===== src/rtl/inst_fetcher_pkg.sv =====
// rtl/inst_fetcher_pkg.sv - shared types and helpers for the instruction fetch stage
package inst_fetcher_pkg;

    typedef enum logic [1:0] {
        IF_REQ  = 2'd0,
        IF_WAIT = 2'd1,
        IF_HOLD = 2'd2
    } if_state_e;

    localparam logic [31:0] DEFAULT_RESET_PC = 32'h0000_0000;

    function automatic logic inst_is_compressed(input logic [31:0] x);
        return x[1:0] != 2'b11;
    endfunction

    // Compressed instructions occupy only the low halfword; the upper half belongs to the next one.
    function automatic logic [31:0] inst_norm(input logic [31:0] x);
        return inst_is_compressed(x) ? {16'h0000, x[15:0]} : x;
    endfunction

endpackage


===== src/rtl/inst_fetcher_if.sv =====
// rtl/inst_fetcher_if.sv - icache, decoder and ROB signals of the fetch stage
interface inst_fetcher_if;

    logic        wrong_predicted;
    logic [31:0] correct_pc;
    logic        issue_signal;
    logic [31:0] next_pc;
    logic        start_decode;
    logic [31:0] inst;
    logic [31:0] inst_addr;
    logic        icache_req;
    logic [31:0] icache_addr;
    logic        icache_valid;
    logic [31:0] icache_inst;

    modport master (
        input  wrong_predicted, correct_pc, issue_signal, next_pc, icache_valid, icache_inst,
        output start_decode, inst, inst_addr, icache_req, icache_addr
    );

    modport slave (
        output wrong_predicted, correct_pc, issue_signal, next_pc, icache_valid, icache_inst,
        input  start_decode, inst, inst_addr, icache_req, icache_addr
    );

endinterface


===== src/rtl/inst_fetcher.sv =====
// rtl/inst_fetcher.sv - fetch PC owner: one icache request at a time, one instruction to decode
module inst_fetcher
    import inst_fetcher_pkg::*;
#(
    parameter logic [31:0] RESET_PC = DEFAULT_RESET_PC
) (
    input  logic          clk_in,
    input  logic          rst_in,
    input  logic          rdy_in,
    inst_fetcher_if.master bus
);

    if_state_e   state;
    logic [31:0] pc;
    logic        discard;
    logic        start_decode;
    logic [31:0] inst;
    logic [31:0] inst_addr;
    logic [31:0] flush_pc;

    assign flush_pc         = bus.correct_pc & ~32'd1;
    assign bus.icache_req   = (state == IF_REQ) && rdy_in && !rst_in;
    assign bus.icache_addr  = pc;
    assign bus.start_decode = start_decode;
    assign bus.inst         = inst;
    assign bus.inst_addr    = inst_addr;

    always_ff @(posedge clk_in) begin
        if (rst_in) begin
            state        <= IF_REQ;
            pc           <= RESET_PC & ~32'd1;
            discard      <= 1'b0;
            start_decode <= 1'b0;
            inst         <= 32'd0;
            inst_addr    <= 32'd0;
        end else if (rdy_in) begin
            case (state)
                IF_REQ: begin
                    state <= IF_WAIT;
                    // The pulse this cycle carried the old pc, so its response must be dropped.
                    if (bus.wrong_predicted) begin
                        pc      <= flush_pc;
                        discard <= 1'b1;
                    end
                end
                IF_WAIT: begin
                    if (bus.icache_valid) begin
                        if (discard || bus.wrong_predicted) begin
                            discard <= 1'b0;
                            if (bus.wrong_predicted) pc <= flush_pc;
                            state <= IF_REQ;
                        end else begin
                            inst         <= inst_norm(bus.icache_inst);
                            inst_addr    <= pc;
                            start_decode <= 1'b1;
                            state        <= IF_HOLD;
                        end
                    end else if (bus.wrong_predicted) begin
                        pc      <= flush_pc;
                        discard <= 1'b1;
                    end
                end
                IF_HOLD: begin
                    // A flush outranks a same-cycle issue: the issued instruction is on the wrong path.
                    if (bus.wrong_predicted) begin
                        pc           <= flush_pc;
                        start_decode <= 1'b0;
                        state        <= IF_REQ;
                    end else if (bus.issue_signal) begin
                        pc           <= bus.next_pc & ~32'd1;
                        start_decode <= 1'b0;
                        state        <= IF_REQ;
                    end
                end
                default: state <= IF_REQ;
            endcase
        end
    end

endmodule

===== src/flat_wrapper.sv =====
// flat-port wrapper written by rule: the top's interface ports become plain ports
module inst_fetcher_flat import inst_fetcher_pkg::*;
#(
    parameter logic [31:0] RESET_PC = DEFAULT_RESET_PC
)
  (clk_in, rst_in, rdy_in, bus_wrong_predicted, bus_correct_pc, bus_issue_signal, bus_next_pc, bus_icache_valid, bus_icache_inst, bus_start_decode, bus_inst, bus_inst_addr, bus_icache_req, bus_icache_addr);
  inst_fetcher_if bus_i ();
  input  logic clk_in;
  input  logic rst_in;
  input  logic rdy_in;
  input wire logic [$bits(bus_i.wrong_predicted)-1:0] bus_wrong_predicted;
  input wire logic [$bits(bus_i.correct_pc)-1:0] bus_correct_pc;
  input wire logic [$bits(bus_i.issue_signal)-1:0] bus_issue_signal;
  input wire logic [$bits(bus_i.next_pc)-1:0] bus_next_pc;
  input wire logic [$bits(bus_i.icache_valid)-1:0] bus_icache_valid;
  input wire logic [$bits(bus_i.icache_inst)-1:0] bus_icache_inst;
  output wire logic [$bits(bus_i.start_decode)-1:0] bus_start_decode;
  output wire logic [$bits(bus_i.inst)-1:0] bus_inst;
  output wire logic [$bits(bus_i.inst_addr)-1:0] bus_inst_addr;
  output wire logic [$bits(bus_i.icache_req)-1:0] bus_icache_req;
  output wire logic [$bits(bus_i.icache_addr)-1:0] bus_icache_addr;
  assign bus_i.wrong_predicted = bus_wrong_predicted;
  assign bus_i.correct_pc = bus_correct_pc;
  assign bus_i.issue_signal = bus_issue_signal;
  assign bus_i.next_pc = bus_next_pc;
  assign bus_i.icache_valid = bus_icache_valid;
  assign bus_i.icache_inst = bus_icache_inst;
  assign bus_start_decode = bus_i.start_decode;
  assign bus_inst = bus_i.inst;
  assign bus_inst_addr = bus_i.inst_addr;
  assign bus_icache_req = bus_i.icache_req;
  assign bus_icache_addr = bus_i.icache_addr;
  inst_fetcher #(.RESET_PC(RESET_PC)) u_core (.clk_in(clk_in), .rst_in(rst_in), .rdy_in(rdy_in), .bus(bus_i));
endmodule

===== config.mk =====
export PLATFORM = sky130hd
export DESIGN_NAME = inst_fetcher_flat
export DESIGN_NICKNAME = d
export VERILOG_FILES = /design/src/rtl/inst_fetcher_pkg.sv /design/src/rtl/inst_fetcher_if.sv /design/src/rtl/inst_fetcher.sv /design/src/flat_wrapper.sv
export SDC_FILE = /design/constraint.sdc
export NUM_CORES = 1
export LEC_CHECK = 0
export ABC_AREA = 1
export CORE_ASPECT_RATIO = 0.75
export CORE_MARGIN = 3
export CORE_UTILIZATION = 42
export CTS_BUF_LIST = sky130_fd_sc_hd__clkbuf_4
export CTS_CLUSTER_SIZE = 40
export DETAILED_ROUTE_END_ITERATION = 12
export PLACE_DENSITY = 0.85
export SYNTH_ARGS = -nofsm -noshare
export SYNTH_HDL_FRONTEND = slang
export SYNTH_SLANG_ARGS = --single-unit

===== constraint.sdc =====
create_clock -name clk_in -period 1.8 [get_ports clk_in]
set_clock_uncertainty 0.1 [all_clocks]
set_input_delay 0.27 -clock clk_in [delete_from_list [all_inputs] [get_ports clk_in]]
set_output_delay 0.27 -clock clk_in [all_outputs]
set_load 0.02 [all_outputs]

Yosys cells after proc, flatten, opt, wreduce, memory -nomap -nowiden --
Index checks and enable logic that the tools add are counted.
Storage, ports and cells: register bits after elaboration 100, input bits 102, logic and storage cells 48
Operators by class: bitwise gates (word level) 1, reductions and logical operators 13, muxes and demuxes 21, equal/unequal tests 7
Operators by type and width (number):
- 2-to-1 mux 32 bit | 6
- one-hot mux 32 bit (3 select lines) | 1
- 2-to-1 mux 2 bit | 4
- AND reduction 4 bit | 2
- 2-to-1 mux 1 bit | 7
- inequality test 2 bit, second input constant | 3
- one-hot mux 2 bit (3 select lines) | 1
- AND reduction 3 bit | 2
- AND reduction 5 bit | 1
- one-hot mux 1 bit (2 select lines) | 2
- nonzero test 2 bit | 2
- inequality test 3 x 2 -> 1 bit, second input constant | 1
- inequality test 3 bit, second input constant | 1
- nonzero test 3 bit | 1
- equality test 2 x 1 -> 1 bit, second input constant | 1
- equality test 2 bit, second input constant | 1
- logical AND 1 bit | 2
- logical NOT 2 bit | 1
- logical NOT 1 bit | 1
- logical OR 1 bit | 1
- inverter 1 bit | 1

Logic depth before layout (Yosys ltp) --
Gate-level depths: netlist of run 1.
depth in word-level cells 4, depth in mapped cells 9

Worst setup path after synthesis of run 1 --
Ideal clock, no wire load.
kind reg-to-output, start point register u_core.state[0], end point output port bus_icache_req, arrival 1.100 ns, stages on the path, launching flop included 2, data required time 1.430 ns, path slack 0.330 ns, cell sequence dfxtp_1 -> nor4_1
On the way: longest elaborated chain between the ends 3
Ends and longest elaborated chain:
- start, declared | RTL line inst_fetcher.sv:13 | if_state_e state;
- start signal, assigned | RTL line inst_fetcher.sv:30 | state <= IF_REQ;
- start signal, assigned | RTL line inst_fetcher.sv:39 | state <= IF_WAIT;
- start signal, assigned | RTL line inst_fetcher.sv:51 | state <= IF_REQ;
- logical NOT 2 bit | RTL line inst_fetcher.sv:22 | assign bus.icache_req = (state == IF_REQ) && rdy_in && !rst_in;
- logical AND 1 bit (2 in a row) | RTL line inst_fetcher.sv:22
- end, declared | RTL line flat_wrapper.sv:20 | output wire logic [$bits(bus_i.icache_req)-1:0] bus_icache_req;
No other way between the ends.

Worst setup path after layout of run 1 --
start point register u_core.state[1], end point output port bus_icache_req
The elaborated chain is that of the path after synthesis.

==> results of run 1 <==
## cells by family after synthesis
kind of cell,Yosys count,synth area share (%)
compound gates,67,8.110
buf+inv,81,8.681
flops,98,47.10
other cells,1,0.09003
simple gates,382,36.02
## metal layers
layer / share of wire (%) / up-vias / track usage (%)
met5: 0 / - / 0
li1: - / 2293 / -
met1: 43 / 2000 / 27.35
met4: 1.6 / 0 / 7.358
met3: 9.3 / 20 / 6.843
met2: 47 / 204 / 36.52
## sequential cells by signal, indices dropped and copies added (netlist names)
signal and count:
u_core.discard 1, u_core.bus.icache_addr 31, u_core.bus.inst 32, u_core.bus.inst_addr 31, u_core.state 2, u_core.bus.start_decode 1
## layout make-up
type / count / area (um2) / share of cell area [%]
repair buffers: 216 / 2086 / 32.76
well taps: 128 / 160.2 / 2.516
inverters: 40 / 151.4 / 2.378
clock inverters: 5 / 78.83 / 1.238
clock buffers: 11 / 82.58 / 1.297
flip-flops and latches: 98 / 1962 / 30.82
multi-input cells: 451 / 1846 / 28.99
## metrics by stage
stage	cells	worst slack [ns]	hold WS (ns)	util (%)	total power, uW
after floorplan	630	0.3298	0.2485	-	2745
after global placement	933	-0.2283	0.3506	67.71	3215
after detailed placement	933	-0.2373	0.3739	67.71	3237
after CTS	949	0.005703	0.2887	68.18	4486
after global routing	949	0.04638	0.3071	68.11	4653
final	949	0.1606	0.3315	68.11	4433
## cells in the final DEF (no fill, tap or decap), types with 2 or more instances in the layout
| cell | count |
|---|---|
| dfxtp_1 | 98 |
| bufinv_16 | 2 |
| nand2_1 | 165 |
| clkdlybuf4s50_1 | 99 |
| a21oi_1 | 3 |
| buf_12 | 8 |
| nand2_2 | 3 |
| clkbuf_4 | 11 |
| nor2_1 | 175 |
| conb_1 | 2 |
| o21ai_1 | 10 |
| o21ai_0 | 53 |
| inv_2 | 2 |
| nand3_1 | 34 |
| inv_1 | 37 |
| clkinvlp_4 | 2 |
| dlygate4sd2_1 | 95 |
| buf_4 | 13 |
## worst max-delay path: stages (launching register included)
cell     delay (ns)
dfxtp_1        0.38
nor4_1         0.25
buf_2          0.20
## power breakdown
group / switching (uW) / internal, uW
sequential: 54.0 / 2260
clock: 711 / 591
combinational: 419 / 402
total: 1180 / 3250
## how the worst min path moves through the flow
stage	startpoint	slack [ns]	end	depth (start not counted)
global route	bus_icache_inst[11]	0.31	u_core.bus.inst[11]	3
floorplan	rst_in	0.25	u_core.discard	1
detailed placement	u_core.bus.inst_addr[23]	0.37	u_core.bus.inst_addr[23]	2
finish	bus_icache_inst[5]	0.33	u_core.bus.inst[5]	3
global placement	u_core.bus.start_decode	0.35	u_core.bus.start_decode	2
CTS	bus_icache_inst[5]	0.29	u_core.bus.inst[5]	3
## cells in the mapped netlist, drive strengths merged
master,count
nor2,177
nand2,168
dfxtp,98
o21ai,63
inv,39
nand3,34
buf,25
clkbuf,16
a21oi,3
a211oi,1
clkinv,1
conb,1
nand4,1
nor3,1
nor4,1
==> impl_metrics.toml, run 1 <==
[status]
status = "complete, no violations"

[detailed_routing]
wl_per_cell_um = 13.36
drt_first_pass_iters = 4
drc = 0
ant_nets = 0
vias = 4517
drt_iter0_drc = 288
vias_per_cell = 4.760
wl_um = 12680

[sta]
fmax_mhz = 610.0
period_minus_slack_ns = 1.639
fin_tns_setup_ns = 0
setup_viol = 0
fin_crit_sh_pct = 91.08
rsz0062_at_grt = "false"
hold_violations = 0
slew_viol_final = 0

[cts]
clk_latency_ns = 0.44
clkSinkCount = 98
cts_resized = 99
post_cts.repair.setup_buffers = 0
cts_hold_buf = 0
numCtsBuffers = 9
htree_levels = 3
clock_path_buffers = 2
path_clk_slew_ns = 0.14
cts_tree = "done"
cts-root-buf = "clkbuf_4"

[global_routing]
grt_pass1_vias = 4253
grt_start_max_net_pins = 49
grt_util_all_layers_pct = 22.10
grt_pass1_wl_um = 20090
grt_overflow = 0
antenna_found_initial = 0

[setup_path]
r2r_cells = 8
crit_start = "u_core.state[1]"
start_kind = "register"
worst_ep_required_time_ns = 1.43
crit_fanout = 4
regToRegEndpoint = "u_core.bus.icache_addr[26]"
critPathCapture = "bus_icache_req"
ff2ff_setup_slack_ns = 0.22
cp-end-kind = "output pin"
cp.arrival_ns = 1.27
r2r-start = "u_core.state[1]"
crit_type = "register to output pin"

[placement]
place_hpwl_um = 9247
globalplace.congestion = 0.8488
io_buffer_count = 195
placed_cell_area_um2 = 6329

[logic_synthesis]
synth_area_leader_cell = "dfxtp_1"
syn_inst = 629
syn-cell-area_um2 = 4165
yosysSeqAreaShare_pct = 47.10
yosys-top-cells-area = "dfxtp_1 (47%), nor2_1 (16%), nand2_1 (15%)"
synth-seq-cells = 98
netlist.area_leader.share_pct = 47.10
synth_area_per_cell_um2 = 6.622
yosysUniqueCellTypes = 23
ys_warn_count = 0

[final_layout]
drive_gt1_share_pct = 5.481
area_growth_pct = 52.84
layout.nets = 918
stdcell_area_um2 = 6366
nFillCells = 810
antenna_cells = 0

[floorplan]
die-height_um = 92.25
pin_count = 200
die_w_um = 121.0
placementRows = 30
core_area_um2 = 9346
dieArea_um2 = 11160
initial_utilization_pct = 44.56

[hold_path]
min_path_type = "input pin to register"

[pwr]
ir_drop_mv = 0.3748
leakagePower_uw = 0.003162
power_density_nw_per_um2 = 696.4

[run]
drv_cap = 0
Note: power is estimated with default switching activity, not from simulation.
==> inputs of run 2 (changes only) <==
Settings changed: ABC_CLOCK_PERIOD_IN_PS from default to 1800.
==> results of run 2 <==
The final DEF is identical to that of run 1; final timing and power are the same.
==> inputs of run 3 (changes only) <==
Settings changed: ABC_CLOCK_PERIOD_IN_PS 1800 to 2100, CORE_UTILIZATION 42 to 45, PLACE_DENSITY 0.85 to 0.9, TNS_END_PERCENT from default to 5.
Clock period 1.8 ns to 2.1 ns, I/O delays scaled along.
==> run 3 against run 2 <==
Net effect:
- non-clock buffer count decreased by 6
- hold slack improved by 0.045 ns
- worst setup slack got worse by 0.017 ns
- largest cell class unchanged
==> impl_metrics.toml, run 3 (synthesis gave the netlist of run 1 again) <==
[status]
status = "complete, no violations"

[hold_path]
worstHoldEndpoint = "u_core.discard"
min_path_type = "register to register"
hp-start = "u_core.discard"
holdPathStages = 2

[cts]
cts_hold_buf = 0
htree_levels = 3
cts_tree = "done"
clk_latency_ns = 0.43
clock_path_buffers = 2
cts-root-buf = "clkbuf_4"
numCtsBuffers = 9
clkSinkCount = 98
cts_resized = 1
path_clk_slew_ns = 0.14
post_cts.repair.setup_buffers = 0

[floorplan]
dieArea_um2 = 10460
die-height_um = 89.32
initial_utilization_pct = 47.63
die_w_um = 117.1
pin_count = 200
core_area_um2 = 8745
placementRows = 29

[pwr]
comb_power_share_pct = 20.0
clkPwrFrac_pct = 25.9
intPower_uw = 2662
leakagePower_uw = 0.002689
seq_power_share_pct = 54.1
swShare_pct = 27.56
p_total_uw = 3675
p_sw_uw = 1013
power_density_nw_per_um2 = 578.3
ir_drop_mv = 0.4604

[placement]
place_hpwl_um = 9461
globalplace.congestion = 0.8459
place_inst = 923
io_buffer_count = 195

[final_layout]
area_growth_pct = 52.54
stdcell_count = 938
antenna_cells = 0
layout.nets = 912
final_cell_mix = "clkdlybuf4s50_1 (194), nor2_1 (175), nand2_1 (165)"
drive_gt1_share_pct = 4.545
regMostFlops = "u_core.bus.inst"
layout_commonest_cell = "clkdlybuf4s50_1"
largest_reg_flops = 32
fin_util_pct = 72.66

[run]
drv_cap = 0

[sta]
fin_tns_setup_ns = 0
fmax_mhz = 511.0
fin_crit_sh_pct = 93.18
rsz0062_at_grt = "false"
period_minus_slack_ns = 1.957
hold_violations = 0
slew_viol_final = 0
setup_viol = 0

[detailed_routing]
wl_um = 12790
vias_per_cell = 4.886
drc = 0
ant_nets = 0
wl_per_cell_um = 13.64
drt_iter0_drc = 300
drt_first_pass_iters = 5
vias = 4583

[setup_path]
max_stage_delay_ns = 0.42
r2r_cells = 8
crit_fanout = 6
cp-end-kind = "output pin"
crit_type = "register to output pin"
regToRegEndpoint = "u_core.bus.inst[25]"
start_kind = "register"
cp.arrival_ns = 1.54
cpMaxStageDelayCell = "dfxtp_1"
path_cells = "nor4_1 > dlygate4sd2_1"
worst_ep_required_time_ns = 1.68
r2r-start = "u_core.state[0]"
ff2ff_setup_slack_ns = 0.49

[global_routing]
antenna_found_initial = 0
grt_util_all_layers_pct = 23.83
grt_pass1_vias = 4332
grt_start_max_net_pins = 63
grt_overflow = 0
grt_pass1_wl_um = 19780
## run 3: per-layer routing
metal | share of wire (%) | up-vias | global-route usage [%]
li1 | - | 2286 | -
met1 | 41 | 2030 | 27.40
met2 | 46 | 234 | 40.99
met3 | 11 | 33 | 8.999
met4 | 2.2 | 0 | 8.333
met5 | 0 | - | 0
## run 3: layout make-up
type / instances / area (um2)
fillers: 645 / 2391
repair buffers: 210 / 2113
flip-flops and latches: 98 / 1962
multi-input cells: 451 / 1846
well taps: 124 / 155.1
inverters: 40 / 151.4
clock buffers: 9 / 67.56
clock inverters: 6 / 58.81
## run 3: worst max path at each step
stage / start / endpoint / slack (ns) / cells after the start
2_1_floorplan: rst_in / bus_icache_req / 0.55 / 2
3_3_place_gp: rdy_in / bus_icache_req / -0.05 / 4
3_5_place_dp: rdy_in / bus_icache_req / -0.06 / 4
4_1_cts: u_core.state[0] / bus_icache_req / 0.13 / 2
5_1_grt: u_core.state[0] / bus_icache_req / 0.07 / 2
6_report: u_core.state[0] / bus_icache_req / 0.14 / 2
## run 3: power by group through the flow
stage          registers (uW)  logic [uW]  clock network [uW]
2_1_floorplan            2110         248                   0
3_3_place_gp             2020         715                   0
3_5_place_dp             2030         731                   0
4_1_cts                  1990         735                 975
5_1_grt                  2000         801                1060
6_report                 1990         734                 953
## run 3: worst max-delay path, delay by kind of cell (launching register included)
kind                   cells  cell delay [ns]
and+or+nand+nor            1             0.31
DFF                        1             0.42
buffers and inverters      1             0.38
## run 3: per-stage QoR
step           setup slack [ns]  hold slack [ns]  instance area, um2
2_1_floorplan            0.5519           0.2935                4169
3_3_place_gp           -0.04503           0.3504                6228
3_5_place_dp           -0.06194           0.3616                6228
4_1_cts                  0.1347           0.3710                6354
5_1_grt                 0.07296           0.3695                6354
6_report                 0.1431           0.3764                6354
